**src/rtl/mem_arbiter_2to1.sv**
```systemverilog
// Two-port (instruction/data) arbiter in front of a single-port synchronous RAM.
// Round-robin with a hold-lock under backpressure, and in-order read-response routing.
module mem_arbiter_2to1 #(
  parameter int AddrWidth      = 32,
  parameter int DataWidth      = 32,
  parameter int MaxOutstanding = 2
) (
  input  logic                   clk_i,
  input  logic                   rst_ni,
  input  logic                   inst_valid_i,
  output logic                   inst_ready_o,
  input  logic [AddrWidth-1:0]   inst_addr_i,
  input  logic [DataWidth-1:0]   inst_wdata_i,
  input  logic [DataWidth/8-1:0] inst_wmask_i,
  output logic [DataWidth-1:0]   inst_rdata_o,
  output logic                   inst_rvalid_o,
  input  logic                   data_valid_i,
  output logic                   data_ready_o,
  input  logic [AddrWidth-1:0]   data_addr_i,
  input  logic [DataWidth-1:0]   data_wdata_i,
  input  logic [DataWidth/8-1:0] data_wmask_i,
  output logic [DataWidth-1:0]   data_rdata_o,
  output logic                   data_rvalid_o,
  output logic                   mem_valid_o,
  input  logic                   mem_ready_i,
  output logic [AddrWidth-1:0]   mem_addr_o,
  output logic [DataWidth-1:0]   mem_wdata_o,
  output logic [DataWidth/8-1:0] mem_wmask_o,
  input  logic [DataWidth-1:0]   mem_rdata_i,
  input  logic                   mem_rvalid_i,
  output logic                   error_o
);

  localparam int PtrW = (MaxOutstanding > 1) ? $clog2(MaxOutstanding) : 1;
  localparam logic [2:0] MaxCnt = 3'(MaxOutstanding);
  localparam logic [PtrW-1:0] LastPtr = PtrW'(MaxOutstanding - 1);

  typedef enum logic {PortInst = 1'b0, PortData = 1'b1} port_e;

  logic            lock_q;
  port_e           lock_port_q;
  logic            prefer_data_q;
  logic [2:0]      count_q;
  logic [PtrW-1:0] wr_ptr_q, rd_ptr_q;
  port_e           route_q [MaxOutstanding];
  logic            error_q;

  logic  sel_any, sel_valid, sel_read, handshake, push, pop;
  port_e sel_port, route_head;

  function automatic logic [PtrW-1:0] next_ptr(input logic [PtrW-1:0] p);
    return (p == LastPtr) ? '0 : p + 1'b1;
  endfunction

  // A locked grant must keep its port even if the other side becomes the tie winner.
  always_comb begin
    sel_any  = 1'b0;
    sel_port = PortInst;
    if (lock_q) begin
      sel_any  = 1'b1;
      sel_port = lock_port_q;
    end else if (inst_valid_i && data_valid_i) begin
      sel_any  = 1'b1;
      sel_port = prefer_data_q ? PortData : PortInst;
    end else if (data_valid_i) begin
      sel_any  = 1'b1;
      sel_port = PortData;
    end else if (inst_valid_i) begin
      sel_any  = 1'b1;
      sel_port = PortInst;
    end
  end

  always_comb begin
    sel_valid   = 1'b0;
    mem_addr_o  = '0;
    mem_wdata_o = '0;
    mem_wmask_o = '0;
    if (sel_any) begin
      if (sel_port == PortData) begin
        sel_valid   = data_valid_i;
        mem_addr_o  = data_addr_i;
        mem_wdata_o = data_wdata_i;
        mem_wmask_o = data_wmask_i;
      end else begin
        sel_valid   = inst_valid_i;
        mem_addr_o  = inst_addr_i;
        mem_wdata_o = inst_wdata_i;
        mem_wmask_o = inst_wmask_i;
      end
    end
  end

  // Only reads are throttled by the outstanding count; writes never wait on it.
  assign sel_read     = (mem_wmask_o == '0);
  assign mem_valid_o  = rst_ni & sel_any & sel_valid & ~(sel_read & (count_q == MaxCnt));
  assign handshake    = mem_valid_o & mem_ready_i;
  assign inst_ready_o = handshake & (sel_port == PortInst);
  assign data_ready_o = handshake & (sel_port == PortData);

  assign push       = handshake & sel_read;
  assign pop        = mem_rvalid_i & (count_q != 3'd0);
  assign route_head = route_q[rd_ptr_q];

  assign inst_rvalid_o = rst_ni & pop & (route_head == PortInst);
  assign data_rvalid_o = rst_ni & pop & (route_head == PortData);
  assign inst_rdata_o  = mem_rdata_i;
  assign data_rdata_o  = mem_rdata_i;
  assign error_o       = error_q;

  always_ff @(posedge clk_i or negedge rst_ni) begin
    if (!rst_ni) begin
      lock_q        <= 1'b0;
      lock_port_q   <= PortInst;
      prefer_data_q <= 1'b1;
      count_q       <= '0;
      wr_ptr_q      <= '0;
      rd_ptr_q      <= '0;
      error_q       <= 1'b0;
    end else begin
      if (handshake) begin
        lock_q        <= 1'b0;
        prefer_data_q <= (sel_port == PortInst);
      end else if (mem_valid_o) begin
        lock_q      <= 1'b1;
        lock_port_q <= sel_port;
      end
      if (push) wr_ptr_q <= next_ptr(wr_ptr_q);
      if (pop)  rd_ptr_q <= next_ptr(rd_ptr_q);
      case ({push, pop})
        2'b10:   count_q <= count_q + 3'd1;
        2'b01:   count_q <= count_q - 3'd1;
        default: count_q <= count_q;
      endcase
      if (mem_rvalid_i && count_q == 3'd0) error_q <= 1'b1;
    end
  end

  // Route storage needs no reset: entries are only read when counted valid.
  always_ff @(posedge clk_i) begin
    if (push) route_q[wr_ptr_q] <= sel_port;
  end

endmodule
```
**config.mk**
```make
export PLATFORM = sky130hd
export DESIGN_NAME = mem_arbiter_2to1
export DESIGN_NICKNAME = d
export VERILOG_FILES = /design/src/rtl/mem_arbiter_2to1.sv
export SDC_FILE = /design/constraint.sdc
export NUM_CORES = 1
export LEC_CHECK = 0
export ABC_CLOCK_PERIOD_IN_PS = 4900
export BUFFER_PORTS_ARGS = -buffer_cell sky130_fd_sc_hd__buf_2
export CAP_MARGIN = 20
export CORE_AREA = 2 2 121 123
export CTS_CLUSTER_DIAMETER = 40
export CTS_CLUSTER_SIZE = 20
export DETAILED_ROUTE_END_ITERATION = 12
export DIE_AREA = 0 0 123 125
export SLEW_MARGIN = 40
export SYNTH_ARGS = -nofsm -noshare
export SYNTH_HDL_FRONTEND = slang
export SYNTH_SLANG_ARGS = --single-unit
```
**constraint.sdc**
```tcl
create_clock -name clk_i -period 4.9 [get_ports clk_i]
set_input_delay 0 -clock clk_i [delete_from_list [all_inputs] [get_ports clk_i]]
set_output_delay 0 -clock clk_i [all_outputs]
set_load 0.01 [all_outputs]
```
# --- Word level (Yosys, flattened, before mapping) ---
# Memories as Yosys holds them, arrays and structs flattened.
# Index checks and enable logic that the tools add are counted.
classes:
  n_eq_ne: 3
  n_mux: 23
  reduce_logical: 8
  bitwise: 16
  add_sub_neg: 4
ops:
  columns: ["cell", "count"]
  rows:
  - ["$mux 32", 4]
  - ["$mux 1", 16]
  - ["$and 1x1->1", 12]
  - ["$mux 4", 2]
  - ["$pmux 3 s2", 1]
  - ["$logic_not 4->1", 1]
  - ["$not 1->1", 4]
  - ["$reduce_bool 2->1", 2]
  - ["$add 3x1->3 const B", 1]
  - ["$eq 3x2->1 const B", 1]
  - ["$logic_not 3->1", 1]
  - ["$reduce_bool 3->1", 1]
  - ["$sub 3x1->3 const B", 1]
  - ["$add 1x1->1 const B", 2]
  - ["$eq 2x1->1 const B", 1]
  - ["$eq 2x2->1 const B", 1]
  - ["$logic_and 1x1->1", 2]
  - ["$reduce_and 2->1", 1]
word_totals:
  word_cells: 62
  mem_bits_rw: 2
  n_memories: 1
  ff_bits: 9
memory_table:
  columns: ["memory", "words", "width", "read_ports", "rd_clocked_by_memory_dff", "wr", "line_no", "source"]
  rows:
  - ["route_q", 2, 1, 1, 0, 1, "45", "port_e route_q [MaxOutstanding];"]

# --- Logic depth before layout (Yosys ltp) ---
# Gate-level depths: netlist of the first run.
depth:
  word_depth: 13
  mapped_depth: 12
  mapped_depth_nobuf: 11

# --- Worst setup path before layout of the first run ---
# No wires, ideal clock.
synth_path:
  kind: "register to register"
  from: "register lock_q"
  to: "register count_q[2]"
  synth_period_minus_slack_ns: 2.241
  t_arrival_ns: 2.116
  path_slack_ns: 2.659
  path_stages_with_launch: 13
  setup_ns: 0.125
  required_time_ns: 4.775
  path_cell_list: "dfrtp_1 nand2b_1 o21a_1 buf_6 inv_6 mux2i_4 nand2_1 ha_1 inv_1 fa_1 xor2_1 nor2_1 xor2_1"
synth_between:
  elab_chain_len: 11
  word_cells_on_any_way: 18
  classes_between: "eq/ne (2); mux (7); bitwise (7); reduce/logical (2)"
synth_rtl:
  columns: ["element", "line_no", "source"]
  rows:
  - ["from (decl)", "40", "logic lock_q;"]
  - ["from (signal assigned)", "113", "lock_q <= 1'b0;"]
  - ["from (signal assigned)", "122", "lock_q <= 1'b0;"]
  - ["from (signal assigned)", "125", "lock_q <= 1'b1;"]
  - ["$mux 1", "59", "if (lock_q) begin"]
  - ["$mux 4", "80", "if (sel_port == PortData) begin"]
  - ["$mux 4", "79", "if (sel_any) begin"]
  - ["$logic_not 4->1", "95", "assign sel_read = (mem_wmask_o == '0);"]
  - ["$and 1x1->1", "96", "assign mem_valid_o = rst_ni & sel_any & sel_valid & ~(sel_read & (count_q == MaxCnt));"]
  - ["$not 1->1", "96", null]
  - ["$and 1x1->1", "96", null]
  - ["$and 1x1->1", "97", "assign handshake = mem_valid_o & mem_ready_i;"]
  - ["$and 1x1->1 *", "101", "assign push = handshake & sel_read;"]
  - ["$eq 2x1->1 or $eq 2x2->1 (tied branches)", "130", "case ({push, pop})"]
  - ["$pmux 3 s2 or $reduce_bool 2->1 (tied branches)", null, null]
  - ["to (signal assigned)", "131", "2'b10: count_q <= count_q + 3'd1;"]
  - ["to (signal assigned)", "132", "2'b01: count_q <= count_q - 3'd1;"]
  - ["to (signal assigned)", "133", "default: count_q <= count_q;"]
  - ["to (decl)", "43", "logic [2:0] count_q;"]
# Mark *: on every way between the ends. The rest lies on a longest branch, timed or not.
# A chain may end at the register's enable or synchronous reset.

# --- Worst setup path in the final report of the first run ---
# Ends and elaborated chain as after synthesis.

==> results of run 1 <==
stage by stage:
step	area, um^2	setup slack [ns]	hold WS [ns]
after global placement	2816	2.178	-0.1238
after global routing	2915	1.887	0.00002361
after floorplan	2059	2.659	-0.2956
after CTS	2915	2.142	0.0001033
final	2915	2.166	0.000005713
after detailed placement	2816	2.159	-0.1189
cells by family (layout without fill, tap and decap cells):
logic type,Yosys count,count (layout)
buffers and inverters,91,228
flip-flops,11,11
multiplexers,5,5
adder cells (fa/ha/maj),2,2
XOR/XNOR,5,5
AND/OR/NAND/NOR,158,158
AO/OA/AOI/OAI,76,76
power by group through the flow:
stage	combinational, W	sequential [W]	clock (W)
after floorplan	0.000796	0.000165	0
after detailed placement	0.00116	0.000173	0
after global routing	0.00131	0.000177	0.000154
final	0.00115	0.000172	0.000145
after CTS	0.00117	0.000173	0.000148
after global placement	0.00116	0.000169	0
layer usage:
metal,vias up,GRT usage,wire [um]
li1,1328,-,-
met2,169,0.1612,3596
met1,1142,0.1045,2868
met5,-,0,13
met3,19,0.02555,963
met4,2,0.02941,154
worst paths after layout:
path / startpoint / to / depth (start not counted)
max in group asynchronous: rst_ni / prefer_data_q / 2
max reg2reg: lock_q / count_q[2] / 11
min in group asynchronous: rst_ni / error_o / 2
min: mem_rdata_i[27] / inst_rdata_o[27] / 0
min reg2reg: error_o / error_o / 1
max: lock_q / count_q[2] / 11
critical path, stage by stage (launching register included):
cell,delay [ns]
dfrtp_1,0.43
nand2b_1,0.17
o21a_2,0.24
inv_6,0.40
mux2i_4,0.39
nand2_1,0.15
ha_1,0.25
inv_1,0.07
fa_1,0.17
xor2_1,0.14
nor2_1,0.06
xor2_1,0.14
cell type report:
class	count	area, um^2
fillers	1649	11290
repair buffers	219	1111
flip-flops and latches	11	286.5
multi-input cells	246	1185
well taps	184	230.2
clock buffers	4	78.83
inverters	5	23.77
placed cells by master (no fill, tap or decap), types with 2 or more instances in the layout:
cell type,n
a21oi_1,69
and2_1,2
and3_1,2
buf_2,215
buf_4,2
clkbuf_16,3
dfrtp_1,8
dlygate4sd3_1,2
edfxtp_1,2
inv_1,4
mux2_1,2
mux2i_1,2
nand2_1,139
nand2b_1,2
nor2_1,5
nor2b_1,2
nor3_1,3
nor4_1,2
xnor2_1,2
xor2_1,3
flip-flops by register name, indices dropped and copies added (netlist names):
signal	flops
count_q	3
error_o	1
lock_port_q	1
lock_q	1
prefer_data_q	1
rd_ptr_q	1
route_q	2
wr_ptr_q	1
==> flow_summary_export.csv, run 1 <==
group,metric,value,unit
logic_synthesis,ys.flop_type,"dfrtp_1",
timing,period_needed,2.734,ns
logic_synthesis,synth_edf_count,2,
clock_network,cts_resized,0,
floorplan,die-area,15380,um^2
power,net-switching-power,0.0007726,W
logic_synthesis,syn_avg_cell_area,5.918,um^2
final_layout,final_net_count,662,
flow_run,maxCapViolCount,0,
power,seqPwrFrac,0.117,
timing,finalSetupViolCount,0,
timing,tightest_slew,0.7328,ns
setup_path,r2r_setup_slack,2.17,ns
setup_path,crit_required,5.02,ns
timing,clock_skew,0.001966,ns
clock_network,cts_tree,"done",
logic_synthesis,synth_xor_xnor_area_share,0.02126,
global_route,grt_pass1_vias,2357,
final_layout,drive_above_1_share,0.4680,
global_route,grt_pass1_wl,11410,um
timing,report.final.hold_viol_count,0,
floorplan,die_w,123,um
routing,routed_wirelength,7597,um
logic_synthesis,synth.distinct_cells,31,
logic_synthesis,synthMostInstantiatedCell,"nand2_1",
outcome,status,"completed",
power,power_density,503.7,nW/um^2
timing,period_share,0.5581,
clock_network,postCtsSetupBuffers,0,
routing,dr.pass1.iters,6,
logic_synthesis,seq_area_frac_synth,0.1391,
timing,rsz0062_at_grt,"false",
power,p_total,0.001469,W
place,gp_congestion,0.7528,
final_layout,syn_to_final_growth,41.56,%
logic_synthesis,synth_warnings,0,
routing,drc,0,
logic_synthesis,syn_nets,524,
clock_network,cts-root-buf,"clkbuf_16",
floorplan,fp-row-count,44,
final_layout,finalNonFillerCells,669,
final_layout,n_antenna_cell,0,
power,leakagePower,1.604,nW
hold_path,hold_path_class,"in -> out",
place,port_buffers,215,
timing,fmax,0.3657,GHz
routing,drt_iter0_drc,77,
logic_synthesis,synth-seq-cells,11,
setup_path,cp-start-kind,"register",
setup_path,worstPathArrival,2.85,ns
power,p_int,0.0006959,W
routing,vias_per_cell,3.976,
global_route,antenna_found_initial,1,
global_route,grt-ovfl-total,0,
clock_network,cts-hold-fix-buffers,2,
logic_synthesis,synth_top_family_by_area,"simple AND/OR/NAND/NOR gates",
place,dp.cells,663,
routing,drt-wirelength-per-cell,11.36,um
logic_synthesis,netlist_instances,348,
setup_path,endpoint_kind,"register",
logic_synthesis,synth.top_cell.area_share,0.2533,
setup_path,path_class,"reg -> reg",
power,swShare,0.5261,
global_route,grt_usage,0.09115,
floorplan,initial_core_util,0.1450,
logic_synthesis,syn_area,2059,um^2
routing,ant_nets,0,
routing,vias,2660,
logic_synthesis,ys_async_sr_fraction,0.8182,
floorplan,core-area,14200,um^2
logic_synthesis,synth-compound-area-share,0.2011,
clock_network,clock_sinks,11,
power,peakVddDrop,0.1931,mV
clock_network,clock_latency,0.23,ns
clock_network,htree_levels,1,
floorplan,fp.dieH,125,um
logic_synthesis,ys_top_cells_by_count,"nand2_1, a21oi_1, buf_4, clkbuf_1, dfrtp_1",
floorplan,ios,312,
place,post-dp-hpwl,5883,um
timing,setup_tns,0,ns
clock_network,clk_pin_slew_worst_paths,0.04,ns
power,clockPowerShare,0.099,
power,pwr-share-comb,0.784,
logic_synthesis,synth_top_area_cell,"nand2_1",
global_route,grt_max_degree,74,
logic_synthesis,synthMuxAreaShare,0.03159,
timing,slew_headroom,0.5115,
final_layout,postLayoutCoreUtil,0.2053,
timing,drv_slew,0,
logic_synthesis,synthTopCellsByArea,"nand2_1, buf_4, a21oi_1",
logic_synthesis,synth-simple-area-share,0.3026,
setup_path,worstPathMaxFanout,73,
logic_synthesis,synth_adder_area_share,0.01580,
clock_network,clock_path_buffers,2,
clock_network,cts_made_buffers,3,
(Power assumes the default switching activity.)
==> run 2: changes to the inputs <==
- ABC_CLOCK_PERIOD_IN_PS: 4900 -> 2800
- CORE_AREA: 2 2 121 123 -> 2 2 122 124
- DIE_AREA: 0 0 123 125 -> 0 0 124 126
- clock period: 4.9 -> 2.8 ns (I/O delays scaled with it)
==> run 2 against run 1 <==
  * Non-clock buffer count up 3
  * Cell count up 0.45%
  * Setup slack worse by 1.7 ns
  * Clock-buffer cell count down 1
  * Power up 77%
  * Critical path type unchanged
  * Largest cell class unchanged
==> flow_summary_export.csv, run 2 (synthesis results as in run 1) <==
group,metric,value,unit
global_route,grt_usage,0.09474,
setup_path,r2r_setup_slack,0.44,ns
setup_path,worstPathCellList,"a21boi_0 > o221ai_1 > nor3_1 > nand2_1 > ha_1 > inv_1 > fa_1 > xor2_1 > nor2_1 > xor2_1",
clock_network,postCtsSetupBuffers,0,
floorplan,die_w,124,um
routing,vias,2661,
global_route,grt-ovfl-total,0,
power,peakVddDrop,0.5681,mV
routing,dr.pass1.iters,5,
floorplan,fp-row-count,44,
clock_network,cts-root-buf,"clkbuf_16",
routing,ant_nets,0,
final_layout,drive_above_1_share,0.4734,
floorplan,initial_core_util,0.1439,
floorplan,core-area,14310,um^2
timing,finalSetupViolCount,0,
setup_path,crit_required,2.97,ns
timing,slew_headroom,0.4977,
clock_network,cts_made_buffers,3,
global_route,grt_max_degree,73,
clock_network,clk_pin_slew_worst_paths,0.04,ns
setup_path,crit_slowest_cell,"dfrtp_1",
final_layout,largest_register,"count_q",
power,p_int,0.001238,W
clock_network,cts_resized,0,
timing,fmax,0.4238,GHz
timing,setup_tns,0,ns
place,gp_congestion,0.7210,
final_layout,syn_to_final_growth,42.71,%
power,pwr-share-comb,0.786,
outcome,status,"completed",
clock_network,htree_levels,1,
flow_run,maxCapViolCount,0,
hold_path,hold_path_depth,0,
power,swShare,0.5247,
setup_path,cp-start-kind,"register",
floorplan,fp.dieH,126,um
power,leakagePower,1.622,nW
clock_network,clock_latency,0.24,ns
routing,drt-wirelength-per-cell,12.09,um
final_layout,mostFrequentLayoutCells,"buf_2, nand2_1, a21oi_1",
timing,rsz0062_at_grt,"false",
clock_network,cts_tree,"done",
routing,vias_per_cell,3.960,
setup_path,cp_slowest_stage_delay,0.43,ns
place,post-dp-hpwl,6363,um
setup_path,worstPathArrival,2.53,ns
final_layout,final_net_count,665,
timing,drv_slew,0,
setup_path,crit_top_cell,"xor2_1",
final_layout,top_regs,"count_q: 3 flops, route_q: 2 flops",
global_route,grt_pass1_vias,2413,
final_layout,largest_register_ffs,3,
timing,tightest_slew,0.7535,ns
place,port_buffers,215,
timing,period_share,0.8427,
routing,drt_iter0_drc,90,
clock_network,clock_path_buffers,2,
power,power_density,886.1,nW/um^2
final_layout,n_antenna_cell,0,
floorplan,die-area,15620,um^2
setup_path,worstPathMaxFanout,6,
timing,clock_skew,0.003502,ns
global_route,antenna_found_initial,1,
setup_path,r2r_cells,10,
floorplan,ios,312,
setup_path,endpoint_kind,"register",
final_layout,layout_commonest_cell,"buf_2",
hold_path,hold_path_class,"in -> out",
timing,report.final.hold_viol_count,0,
power,seqPwrFrac,0.114,
clock_network,clock_sinks,11,
routing,routed_wirelength,8123,um
power,net-switching-power,0.001367,W
global_route,grt_pass1_wl,11700,um
power,clockPowerShare,0.101,
routing,drc,0,
setup_path,path_class,"reg -> reg",
power,p_total,0.002604,W
timing,period_needed,2.360,ns
run 2: changes by cell type in the layout (fill, tap and decap cells not counted), sizes merged:
cell,previous run,this run
buf,217,220
clkbuf,4,3
clkinv,0,1
run 2: path summary, 6_finish.rpt:
| kind | startpoint | end |
|---|---|---|
| max | lock_q | count_q[2] |
| min | mem_rdata_i[17] | inst_rdata_o[17] |
| max reg2reg | lock_q | count_q[2] |
| min reg2reg | error_o | error_o |
| max in group asynchronous | rst_ni | prefer_data_q |
| min in group asynchronous | rst_ni | count_q[0] |
run 2: repair_timing:
action,CTS,global route
hold buffers,2,0
endpoints found under the setup margin,0,0
endpoints found under the hold margin,10,0
run 2: critical path, delay by kind of cell (launching register included):
kind | cells | cell delay [ns]
buffers and inverters | 1 | 0.06
DFF | 1 | 0.43
AOI/OAI and AO/OA | 2 | 0.54
xor gates and xnor gates | 2 | 0.30
adders and majority gates | 2 | 0.57
and+or+nand+nor | 3 | 0.39
run 2: stage by stage:
step                utilization  cells  setup slack (ns)  cell area, um^2  hold WS (ns)
floorplan                     -    348            0.5589             2059       -0.2956
global placement         0.1983    666            0.5081             2839       -0.1207
detailed placement       0.1983    666            0.4355             2839       -0.1132
CTS                      0.2053    672            0.4012             2939     0.0001008
global route             0.2053    672            0.2249             2939    0.00002582
finish                   0.2053    672            0.4405             2939   0.000005578
run 2: power by group through the flow:
stage	combinational (W)	clock, W	sequential, W
after floorplan	0.00139	0	0.000288
after global placement	0.00206	0	0.000294
after detailed placement	0.00207	0	0.000300
after CTS	0.00208	0.000265	0.000298
after global routing	0.00232	0.000278	0.000308
final	0.00205	0.000262	0.000297
run 2: metal layers:
layer / up-vias / share of wire / track usage
met1: 1130 / 0.39 / 0.1081
met3: 31 / 0.11 / 0.02491
met5: - / 0 / 0
met4: 0 / 0.034 / 0.03900
met2: 169 / 0.46 / 0.1655
li1: 1331 / - / -
run 2: layout make-up:
type                            count  area (um^2)
Multi-Input combinational cell    246         1185
Tap cell                          184        230.2
Fill cell                        1654        11370
Clock inverter                      1        5.005
Clock buffer                        3        75.07
Sequential cell                    11        286.5
Timing Repair Buffer              222         1134
Inverter                            5        23.77
==> run 3: changes to the inputs <==
- ABC_AREA: not set -> 1
- ABC_CLOCK_PERIOD_IN_PS: 2800 -> 2440
- clock period: 2.8 -> 2.44 ns (I/O delays scaled with it)
==> run 3 against run 2 <==
  * Final area grew 3.0%
  * Power grew 16%
  * Clock skew fell by 0.00053 ns
  * Flip-flop and latch count stayed put
  * Utilization up 0.62 points
  * Synthesized area increased by 3.9%
  * Sequential share of layout area shrank 0.29 points
  * Critical path type unchanged
==> flow_summary_export.csv, run 3 <==
group,metric,value,unit
global_route,grt-ovfl-total,0,
routing,routed_wirelength,8080,um
clock_network,clk_pin_slew_worst_paths,0.04,ns
final_layout,n_antenna_cell,0,
routing,ant_nets,0,
clock_network,htree_levels,1,
global_route,grt_pass1_wl,11690,um
routing,drt-wirelength-per-cell,11.36,um
final_layout,largest_register_ffs,3,
setup_path,cp_slowest_stage_delay,0.52,ns
logic_synthesis,synth.distinct_cells,28,
floorplan,fp-row-count,44,
logic_synthesis,synth-simple-area-share,0.3462,
logic_synthesis,seq_area_frac_synth,0.1339,
logic_synthesis,ys_async_sr_fraction,0.8182,
floorplan,core-area,14310,um^2
logic_synthesis,synthMostInstantiatedCell,"nand2_1",
setup_path,reg2reg_to,"count_q[2]",
setup_path,crit_required,2.56,ns
power,power_density,998.3,nW/um^2
timing,setup_tns,0,ns
logic_synthesis,synth_top_family_by_area,"simple AND/OR/NAND/NOR gates",
final_layout,drive_above_1_share,0.4649,
global_route,antenna_found_initial,1,
timing,fmax,0.4426,GHz
logic_synthesis,ys.flop_type,"dfrtp_1",
clock_network,cts-root-buf,"clkbuf_16",
logic_synthesis,syn_avg_cell_area,5.586,um^2
floorplan,fp.dieH,126,um
final_layout,finalNonFillerCells,711,
setup_path,endpoint_kind,"register",
timing,clock_skew,0.002968,ns
logic_synthesis,ys_top_cells_by_count,"nand2_1, buf_4, a21oi_1, inv_1, nand3_1",
setup_path,rr_startpoint,"prefer_data_q",
timing,whs,0.000005600,ns
routing,vias_per_cell,3.932,
final_layout,top_regs,"count_q: 3 flops, route_q: 2 flops",
place,placed_cell_area,2922,um^2
place,dp.cells,705,
timing,drv_slew,0,
logic_synthesis,netlist_instances,383,
routing,vias,2796,
logic_synthesis,synthTopCellsByArea,"nand2_1, buf_4, a21oi_1",
logic_synthesis,synth-seq-cells,11,
final_layout,largest_register,"count_q",
clock_network,clock_path_buffers,2,
routing,drc,0,
place,port_buffers,215,
final_layout,layout_commonest_cell,"buf_2",
logic_synthesis,synth_top_area_cell,"nand2_1",
timing,slew_headroom,0.5495,
clock_network,clock_latency,0.24,ns
final_layout,finalInstanceArea,3028,um^2
logic_synthesis,synth_warnings,0,
setup_path,crit_buf_inv,3,
clock_network,cts_made_buffers,3,
logic_synthesis,syn_area,2140,um^2
routing,dr.pass1.iters,4,
timing,fin_ws,0.1806,ns
logic_synthesis,syn_nets,559,
hold_path,worstHoldStart,"mem_rdata_i[5]",
hold_path,hold_path_class,"in -> out",
setup_path,worstPathCellList,"inv_1 > nand2_1 > nand2_2 > nand2_4 > nand2_1 > nand4_1 > inv_2 > nand4_2 > ha_1 > inv_1 > fa_1 > a21oi_1 > o21ai_1 > xor2_1",
floorplan,initial_core_util,0.1495,
hold_path,hold_path_depth,0,
place,post-dp-hpwl,6481,um
setup_path,r2r_cells,14,
logic_synthesis,synth-compound-area-share,0.1673,
timing,period_needed,2.259,ns
timing,period_share,0.9260,
floorplan,die_w,124,um
power,leakagePower,1.777,nW
floorplan,ios,312,
timing,finalSetupViolCount,0,
logic_synthesis,synth_xor_xnor_area_share,0.01228,
outcome,status,"completed",
final_layout,syn_to_final_growth,41.52,%
place,gp_congestion,0.7372,
setup_path,worstPathMaxFanout,6,
place,post-place-ws,0.1759,ns
logic_synthesis,synthMuxAreaShare,0,
logic_synthesis,synth.top_cell.area_share,0.2632,
setup_path,worstPathArrival,2.38,ns
global_route,grt_max_degree,67,
setup_path,path_class,"reg -> reg",
final_layout,mostFrequentLayoutCells,"buf_2, nand2_1, a21oi_1",
setup_path,crit_family,"simple AND/OR/NAND/NOR gates",
clock_network,clock_sinks,11,
global_route,grt_usage,0.09375,
setup_path,startpoint,"prefer_data_q",
setup_path,cp-start-kind,"register",
setup_path,r2r_setup_slack,0.18,ns
routing,drt_iter0_drc,89,
clock_network,cts_tree,"done",
power,peakVddDrop,0.4402,mV
logic_synthesis,synth_edf_count,2,
flow_run,maxCapViolCount,0,
timing,report.final.hold_viol_count,0,
final_layout,final_net_count,704,
logic_synthesis,synth_adder_area_share,0.01520,
floorplan,die-area,15620,um^2
hold_path,hold-path-endpoint,"data_rdata_o[5]",
setup_path,crit_slowest_cell,"dfstp_2",
timing,tightest_slew,0.6757,ns
global_route,grt_pass1_vias,2454,
==> run 3: cell count changes in the layout (fill, tap and decap cells not counted), moves of 4 or more <==
cell / before / now
nand2_1: 139 / 147
inv_2: 0 / 5
nand3_1: 0 / 11
inv_1: 4 / 26
nand2_2: 0 / 6
a21oi_1: 69 / 65
==> run 3: final cells by class <==
class / count / area (um^2)
Multi-Input combinational cell: 257 / 1170
Tap cell: 184 / 230.2
Clock buffer: 4 / 78.83
Timing Repair Buffer: 224 / 1146
Inverter: 31 / 116.4
Fill cell: 1690 / 11290
Sequential cell: 11 / 286.5
==> run 3: per-layer routing <==
| metal | part of all wire | track usage | wire length [um] |
|---|---|---|---|
| met1 | 0.40 | 0.1076 | 3235 |
| met2 | 0.47 | 0.1661 | 3758 |
| met3 | 0.11 | 0.02717 | 865 |
| met4 | 0.027 | 0.02842 | 220 |
| met5 | 0 | 0 | 0 |
==> run 3: worst max-delay path by stage <==
stage | end | slack [ns] | cells past startpoint
final | count_q[2] | 0.18 | 14
after global routing | count_q[2] | -0.0006 | 14
after detailed placement | count_q[1] | 0.18 | 13
after floorplan | count_q[2] | 0.28 | 14
after global placement | count_q[2] | 0.20 | 14
after CTS | count_q[1] | 0.16 | 13
==> run 3: worst register-to-register path: stages (launching register included) <==
cell,delay [ns]
dfstp_2,0.52
inv_1,0.05
nand2_1,0.07
nand2_2,0.10
nand2_4,0.11
nand2_1,0.06
nand4_1,0.10
inv_2,0.08
nand4_2,0.11
ha_1,0.15
inv_1,0.06
fa_1,0.38
a21oi_1,0.15
o21ai_1,0.09
xor2_1,0.14
==> run 3: kinds of logic (layout without fill, tap and decap cells) <==
kind of cell | after synthesis | in the layout
simple gates | 182 | 182
fa+ha+maj | 2 | 2
compound gates | 70 | 70
buf+inv | 115 | 259
flops | 11 | 11
xor+xnor | 3 | 3
==> run 3: power breakdown <==
group,leakage (nW),internal [W],switching (W)
clock,0.0382,0.000219,0.0000789
combinational,1.62,0.000903,0.00149
sequential,0.123,0.000271,0.0000556
total,1.78,0.00139,0.00163
==> run 3: per-stage QoR <==
stage | total power [W] | utilization
6_report | 0.003023 | 0.2115
5_1_grt | 0.003413 | 0.2115
4_1_cts | 0.003032 | 0.2103
3_5_place_dp | 0.002719 | 0.2041
3_3_place_gp | 0.002714 | 0.2041
2_1_floorplan | 0.001947 | -
==> run 3: repair_timing <==
action | CTS | global route
buffers inserted | 0 | 1
hold buffers | 1 | 0
endpoints found under the setup margin | 0 | 2
gates resized for setup | 0 | 4
endpoints found under the hold margin | 9 | 0
